$ cat src/rtl/bcd_mod_counter.sv
// Two-digit BCD modulo-MODULUS counter with up/down count, clear, validated load
// and a combinational terminal-count flag for enable-based cascading.
module bcd_mod_counter #(
    parameter int unsigned MODULUS   = 60,
    parameter int unsigned INIT_TENS = 0,
    parameter int unsigned INIT_ONES = 0
) (
    input  logic       clk,
    input  logic       reset,
    input  logic       tick,
    input  logic       up_dn,
    input  logic       clear,
    input  logic       load,
    input  logic [3:0] load_tens,
    input  logic [3:0] load_ones,
    output logic [3:0] tens,
    output logic [3:0] ones,
    output logic       carry,
    output logic       term,
    output logic       load_err
);

    localparam logic [3:0] MAX_TENS = 4'((MODULUS - 1) / 10);
    localparam logic [3:0] MAX_ONES = 4'((MODULUS - 1) % 10);
    localparam logic [3:0] RST_TENS = 4'(INIT_TENS);
    localparam logic [3:0] RST_ONES = 4'(INIT_ONES);
    localparam logic [7:0] MOD_VAL  = 8'(MODULUS);

    logic [3:0] tens_q, tens_d;
    logic [3:0] ones_q, ones_d;
    logic       carry_q, carry_d;
    logic       load_err_q, load_err_d;

    logic       at_max;
    logic       at_zero;
    logic [7:0] ld_val;
    logic       ld_ok;

    always_comb begin
        at_max  = (tens_q == MAX_TENS) && (ones_q == MAX_ONES);
        at_zero = (tens_q == 4'd0) && (ones_q == 4'd0);
        ld_val  = ({4'd0, load_tens} * 8'd10) + {4'd0, load_ones};
        ld_ok   = (load_tens <= 4'd9) && (load_ones <= 4'd9) && (ld_val < MOD_VAL);
    end

    always_comb begin
        tens_d     = tens_q;
        ones_d     = ones_q;
        carry_d    = 1'b0;
        load_err_d = 1'b0;
        if (clear) begin
            tens_d = '0;
            ones_d = '0;
        end else if (load) begin
            // a rejected load still wins priority, so a same-cycle tick is dropped
            if (ld_ok) begin
                tens_d = load_tens;
                ones_d = load_ones;
            end else begin
                load_err_d = 1'b1;
            end
        end else if (tick) begin
            if (up_dn) begin
                if (at_max) begin
                    tens_d  = '0;
                    ones_d  = '0;
                    carry_d = 1'b1;
                end else if (ones_q == 4'd9) begin
                    ones_d = '0;
                    tens_d = tens_q + 4'd1;
                end else begin
                    ones_d = ones_q + 4'd1;
                end
            end else begin
                if (at_zero) begin
                    tens_d  = MAX_TENS;
                    ones_d  = MAX_ONES;
                    carry_d = 1'b1;
                end else if (ones_q == 4'd0) begin
                    ones_d = 4'd9;
                    tens_d = tens_q - 4'd1;
                end else begin
                    ones_d = ones_q - 4'd1;
                end
            end
        end
    end

    always_ff @(posedge clk or negedge reset) begin
        if (!reset) begin
            tens_q     <= RST_TENS;
            ones_q     <= RST_ONES;
            carry_q    <= 1'b0;
            load_err_q <= 1'b0;
        end else begin
            tens_q     <= tens_d;
            ones_q     <= ones_d;
            carry_q    <= carry_d;
            load_err_q <= load_err_d;
        end
    end

    assign tens     = tens_q;
    assign ones     = ones_q;
    assign carry    = carry_q;
    assign load_err = load_err_q;
    assign term     = up_dn ? at_max : at_zero;

endmodule

$ cat config.mk
export PLATFORM = sky130hd
export DESIGN_NAME = bcd_mod_counter
export DESIGN_NICKNAME = d
export VERILOG_FILES = /design/src/rtl/bcd_mod_counter.sv
export SDC_FILE = /design/constraint.sdc
export NUM_CORES = 1
export LEC_CHECK = 0
export CORE_UTILIZATION = 46
export DETAILED_ROUTE_END_ITERATION = 10
export GPL_TIMING_DRIVEN = 0
export PLACE_DENSITY = 0.76
export SYNTH_ARGS = -nofsm -noshare
export SYNTH_HDL_FRONTEND = slang
export SYNTH_SLANG_ARGS = --single-unit
$ cat constraint.sdc
create_clock -name clk -period 2.1 [get_ports clk]
set_input_delay 0.525 -clock clk [delete_from_list [all_inputs] [get_ports clk]]
set_output_delay 0.525 -clock clk [all_outputs]
set_load 0.02 [all_outputs]
After elaboration in Yosys (flattened, before gate mapping)
Cells that the tools add are included.

Bits of input ports: 14. Register bits after elaboration: 10. Word-level logic and storage cells: 55.

Reductions and logical operators: 10. Add/sub/neg operators: 5. $lt $le $gt $ge: 3. Equal/unequal tests: 4. Multipliers: 1. Multiplexer cells: 28.

Operators by type and width (number): $mux W4 (18); $mux W1 (10); $add A4 B1 Y4 const B (2); $add A8 B4 Y8 (1); $le A4 B4 Y1 const B (2); $logic_not A4 Y1 (2); $lt A8 B6 Y1 const B (1); $sub A4 B1 Y4 const B (2); $mul A4 B3 Y7 const B (1); $ne A5 B1 Y1 const B (1); $reduce_bool A5 Y1 (1); $eq A4 B3 Y1 const B (1); $eq A4 B4 Y1 const B (1); $logic_and A1 B1 Y1 (4); $reduce_and A4 Y1 (1); $ne A3 B2 Y1 const B (1); $reduce_bool A3 Y1 (1); $reduce_and A2 Y1 (1).

Logic depth before layout (Yosys ltp)
Word-level depth: 7. Mapped depth: 9. Mapped depth without buffers: 9.

Least setup slack after synthesis
OpenSTA, ideal clock, no wires.

Path kind: input to register. Start point: input load_tens[1]. End point: register ones_q[2], in the netlist ones[2]. Setup time: 0.125 ns. Cell stages on the path: 9. Arrival time: 2.815 ns. Setup slack: -0.840 ns. Cells stage by stage: ha_1 -> ha_1 -> fa_1 -> and2_1 -> o21ai_0 -> a31o_2 -> a211oi_4 -> o2bb2ai_4 -> mux2_4.

Cells in the longest elaborated chain, start to end: 6.

RTL lines: start: declaration (RTL line 14) `input logic [3:0] load_tens,`; $mul A4 B3 Y7 (RTL line 42) `ld_val = ({4'd0, load_tens} * 8'd10) + {4'd0, load_ones};`; $add A8 B4 Y8 (RTL line 42); $lt A8 B6 Y1 (RTL line 43) `ld_ok = (load_tens <= 4'd9) && (load_ones <= 4'd9) && (ld_val < MOD_VAL);`; $logic_and A1 B1 Y1 (*) (RTL line 43); $ne A3 B2 Y1 (no line) (*); $reduce_and A2 Y1 (no line) (*); end signal: assignment (RTL line 97) `ones_q <= ones_d;`; end: declaration (RTL line 30) `logic [3:0] ones_q, ones_d;`.

Every way passes the cells marked *; elsewhere a longest branch is shown, timed or not. A chain may end at the register's enable or synchronous reset.

Worst setup path after layout
Same ends and word-level chain as after synthesis.

==> flow_summary.toml <==
[yosys]
share_of_the_synthesized_area_in_compound_gates_ao_oa_aoi_oai_pct = 29.4
number_of_standard_cells_after_synthesis = 138
netlist_top_cells_area = "dfrtp_1 (22%), ha_1 (13%), o21ai_0 (5.2%), a21oi_1 (3.9%), inv_1 (3.9%)"
synth_xor_xnor_area_share_pct = 2.27
sequential_cell_area_fraction_in_the_yosys_report_pct = 21.6
ys_ff_latch = 10
number_of_distinct_library_cells_after_synthesis = 46
yosys.area_share.simple_pct = 21.1
synth.mux.area_fraction_pct = 4.32
synthAdderAreaFrac_pct = 16.4
synthTopCellsByCount = "ha_1 (12), inv_1 (12), o21ai_0 (12)"
main_combinational_cell_family_by_area_after_synthesis = "compound AO/OA/AOI/OAI gates"
number_of_enable_flip_flop_cells_after_synthesis = 0
yosys.area.top_type = "dfrtp_1"
synthesis.nets = 166
ys.flop_type = "dfrtp_1"
yosys_warnings = 0
syn-cell-area_sq_um = 1160
postSynthAreaPerCell_sq_um = 8.40
synthDominantCellAreaShare_pct = 21.6
postSynth.asyncResetShare_pct = 100

[flow_run]
max_cap_viol_count = 0

[worst_hold_path]
hold_depth = 3
class_of_the_worst_hold_path = "in -> reg"
worstHoldEndpoint = "tens[3]"
holdCritStartpoint = "load_tens[3]"

[cells_and_area]
antennaDiodeCount = 0
nFillCells = 182
syn_to_layout_area_delta_pct = 46.3
drive_above_1_share_pct = 28.2
instances_no_fill = 205
area.sequential_sq_um = 253
design_area_sq_um = 1700
finalNetCount = 206
multi_input_area_sq_um = 975

[clocking]
cts_tree = "built"
clkSlewWorstSetupHoldPaths_ns = 0.07
cts_htree_levels = 1
clock_tree.buffer_depth = 2
cts_buf_count = 3
clock_latency_ns = 0.27
clock_sinks = 10
cts_root_buffer = "clkbuf_4"

[routing]
route.detailed.drc = 0
initialDrtViolationCount = 34
route.antenna.remaining_nets = 0
drt_pass1_iterations = 4
routed_via_density = 6.04
totalWireLength_microns = 3270
post_drt_wl_per_cell_microns = 15.9
route.vias.total = 1238

[outcome]
result_of_the_run = "finished, violations left"
violated_checks = "negative setup slack"

[pwr]
p_per_area_nw_per_um2 = 579
power_frac_clock_pct = 18.0
netSwitchingFraction_pct = 39.6
power.switching_mw = 0.389
combPwrFrac_pct = 55.3
power.sequential.fraction_pct = 26.7
leakage_nw = 0.696
post-layout-total-power_mw = 0.982
worst_vdd_drop_uv = 399
cellInternalPower_mw = 0.593

[timing]
fin_crit_sh_pct = 126
report.final.setup_viol = 10
slew_viol_final = 0
timing.max_slew.rel_slack_pct = 65.9
clock_skew_ns = 0.00856
setup_tns_after_final_layout_ns = -4.59
whs_ns = 0.554
finalHoldViolCount = 0
final_period_minus_worst_setup_slack_ns = 2.65
tightestPinTransition_ns = 0.511
rsz0062_at_grt = "yes"
setup_ws_ns = -0.548
highest_attainable_clock_frequency_mhz = 378

[worst_setup_path]
crit_start = "load_tens[1]"
cp_top_family = "adder cells"
crit_path_end_kind = "flop"
worstPathArrival_ns = 2.81
r2r_start = "ones[0]"
worst-path-buf-inv = 1
critical_path_class = "in -> reg"
timing.critical_path.cells = "buf_8 -> ha_4 -> ha_4 -> fa_2 -> and2_4 -> o21ai_4 -> a31o_4 -> a211oi_4 -> o2bb2ai_4 -> mux2_4"
critical_path.max_fanout = 3
r2r_slack_ns = -0.13
path_common_cell = "ha_4"
critical_path.reg2reg.endpoint = "tens[3]"
logic_depth_of_the_worst_register_to_register_path = 8
critPathRequiredTime_ns = 2.26
max_stage_delay_ns = 0.57
worst_path_max_delay_cell = "fa_2"
crit_path_start_kind = "input pin"

[floorplan]
die_w_microns = 52.2
die_h_microns = 52.2
initial_utilization_pct = 50.4
floorplan.core_area_sq_um = 2300
core.rowCount = 17
top_level_ports = 25
dieArea_sq_um = 2720

[global_routing]
antenna_found_initial = 0
global_route_wire_length_before_repair_microns = 5220
grt_pass1_vias = 1138
grt_overflow_total = 0
globalRouteTotalUtil_pct = 26.3
grt_max_degree = 11

[placement]
placed_cells = 190
placedInstanceArea_sq_um = 1490
place.detailed.hpwl_microns = 2280
globalplace.congestion = 0.830
port-buffer-count = 24
kinds of logic (layout without fill, tap and decap cells):
group	after synthesis	after routing
xor+xnor	3	3
buf+inv	15	54
simple gates	46	46
mux	4	4
flops	10	10
compound gates	46	46
fa+ha+maj	14	14
sequential cells by signal (all words and copies together), names as in the netlist:
register  count
carry         1
ones          4
load_err      1
tens          4
timing repair:
item                                    in CTS  in global routing
endpoints found under the setup margin      10                 10
gates resized for setup                     48                  3
pin swaps                                   13                  2
hold buffers                                 0                  0
buffers inserted                            12                  0
tightest hold or removal path, stage by stage:
cell      delay [ns]
buf_12          0.10
nand3_1         0.08
o311ai_1        0.07
metal layers:
| layer | track usage (%) | wire (microns) | vias up |
|---|---|---|---|
| li1 | - | - | 591 |
| met1 | 34.8 | 1480 | 587 |
| met2 | 44.0 | 1590 | 56 |
| met3 | 3.19 | 161 | 4 |
| met4 | 9.21 | 31 | 0 |
| met5 | 0 | 0 | - |
power by group through the flow:
stage,clock [mW],sequential [mW],combinational [mW]
2_1_floorplan,0,0.289,0.267
3_3_place_gp,0,0.263,0.438
3_5_place_dp,0,0.265,0.449
4_1_cts,0.176,0.261,0.525
5_1_grt,0.194,0.268,0.581
6_report,0.177,0.263,0.543
through the flow:
stage	util, %	worst slack (ns)
floorplan	-	-0.793
finish	73.8	-0.548
global route	73.8	-0.587
CTS	73.4	-0.526
global placement	64.8	-1.65
detailed placement	64.8	-1.67
layout by cell type, fill, tap and decap left out, types with 3 or more instances in the layout:
master,instances
clkdlybuf4s50_1,17
inv_1,10
nand2_1,10
o21ai_0,10
buf_4,10
a21oi_1,9
ha_1,8
dfrtp_1,8
nor2_1,7
nand3_1,5
ha_4,4
nand2b_1,3
nand4_1,3
a31oi_1,3
nor2b_1,3
nor3_1,3
o211ai_1,3
clkbuf_4,3
buf_6,3
cell type report:
class	instances	area share, %
inverter	12	2.66
tap	28	2.07
clock buffer	4	2.14
sequential	10	14.9
timing repair buffer	36	20.3
buffer	2	0.443
multi-input combinational	113	57.5
worst max-delay path by stage:
stage	to	slack (ns)	cells after the start
2_1_floorplan	ones[2]	-0.79	9
3_3_place_gp	ones[2]	-1.65	9
3_5_place_dp	ones[2]	-1.67	9
4_1_cts	ones[2]	-0.53	10
5_1_grt	ones[2]	-0.59	10
6_report	ones[2]	-0.55	10
No activity file was read; power rests on OpenSTA's default activity.
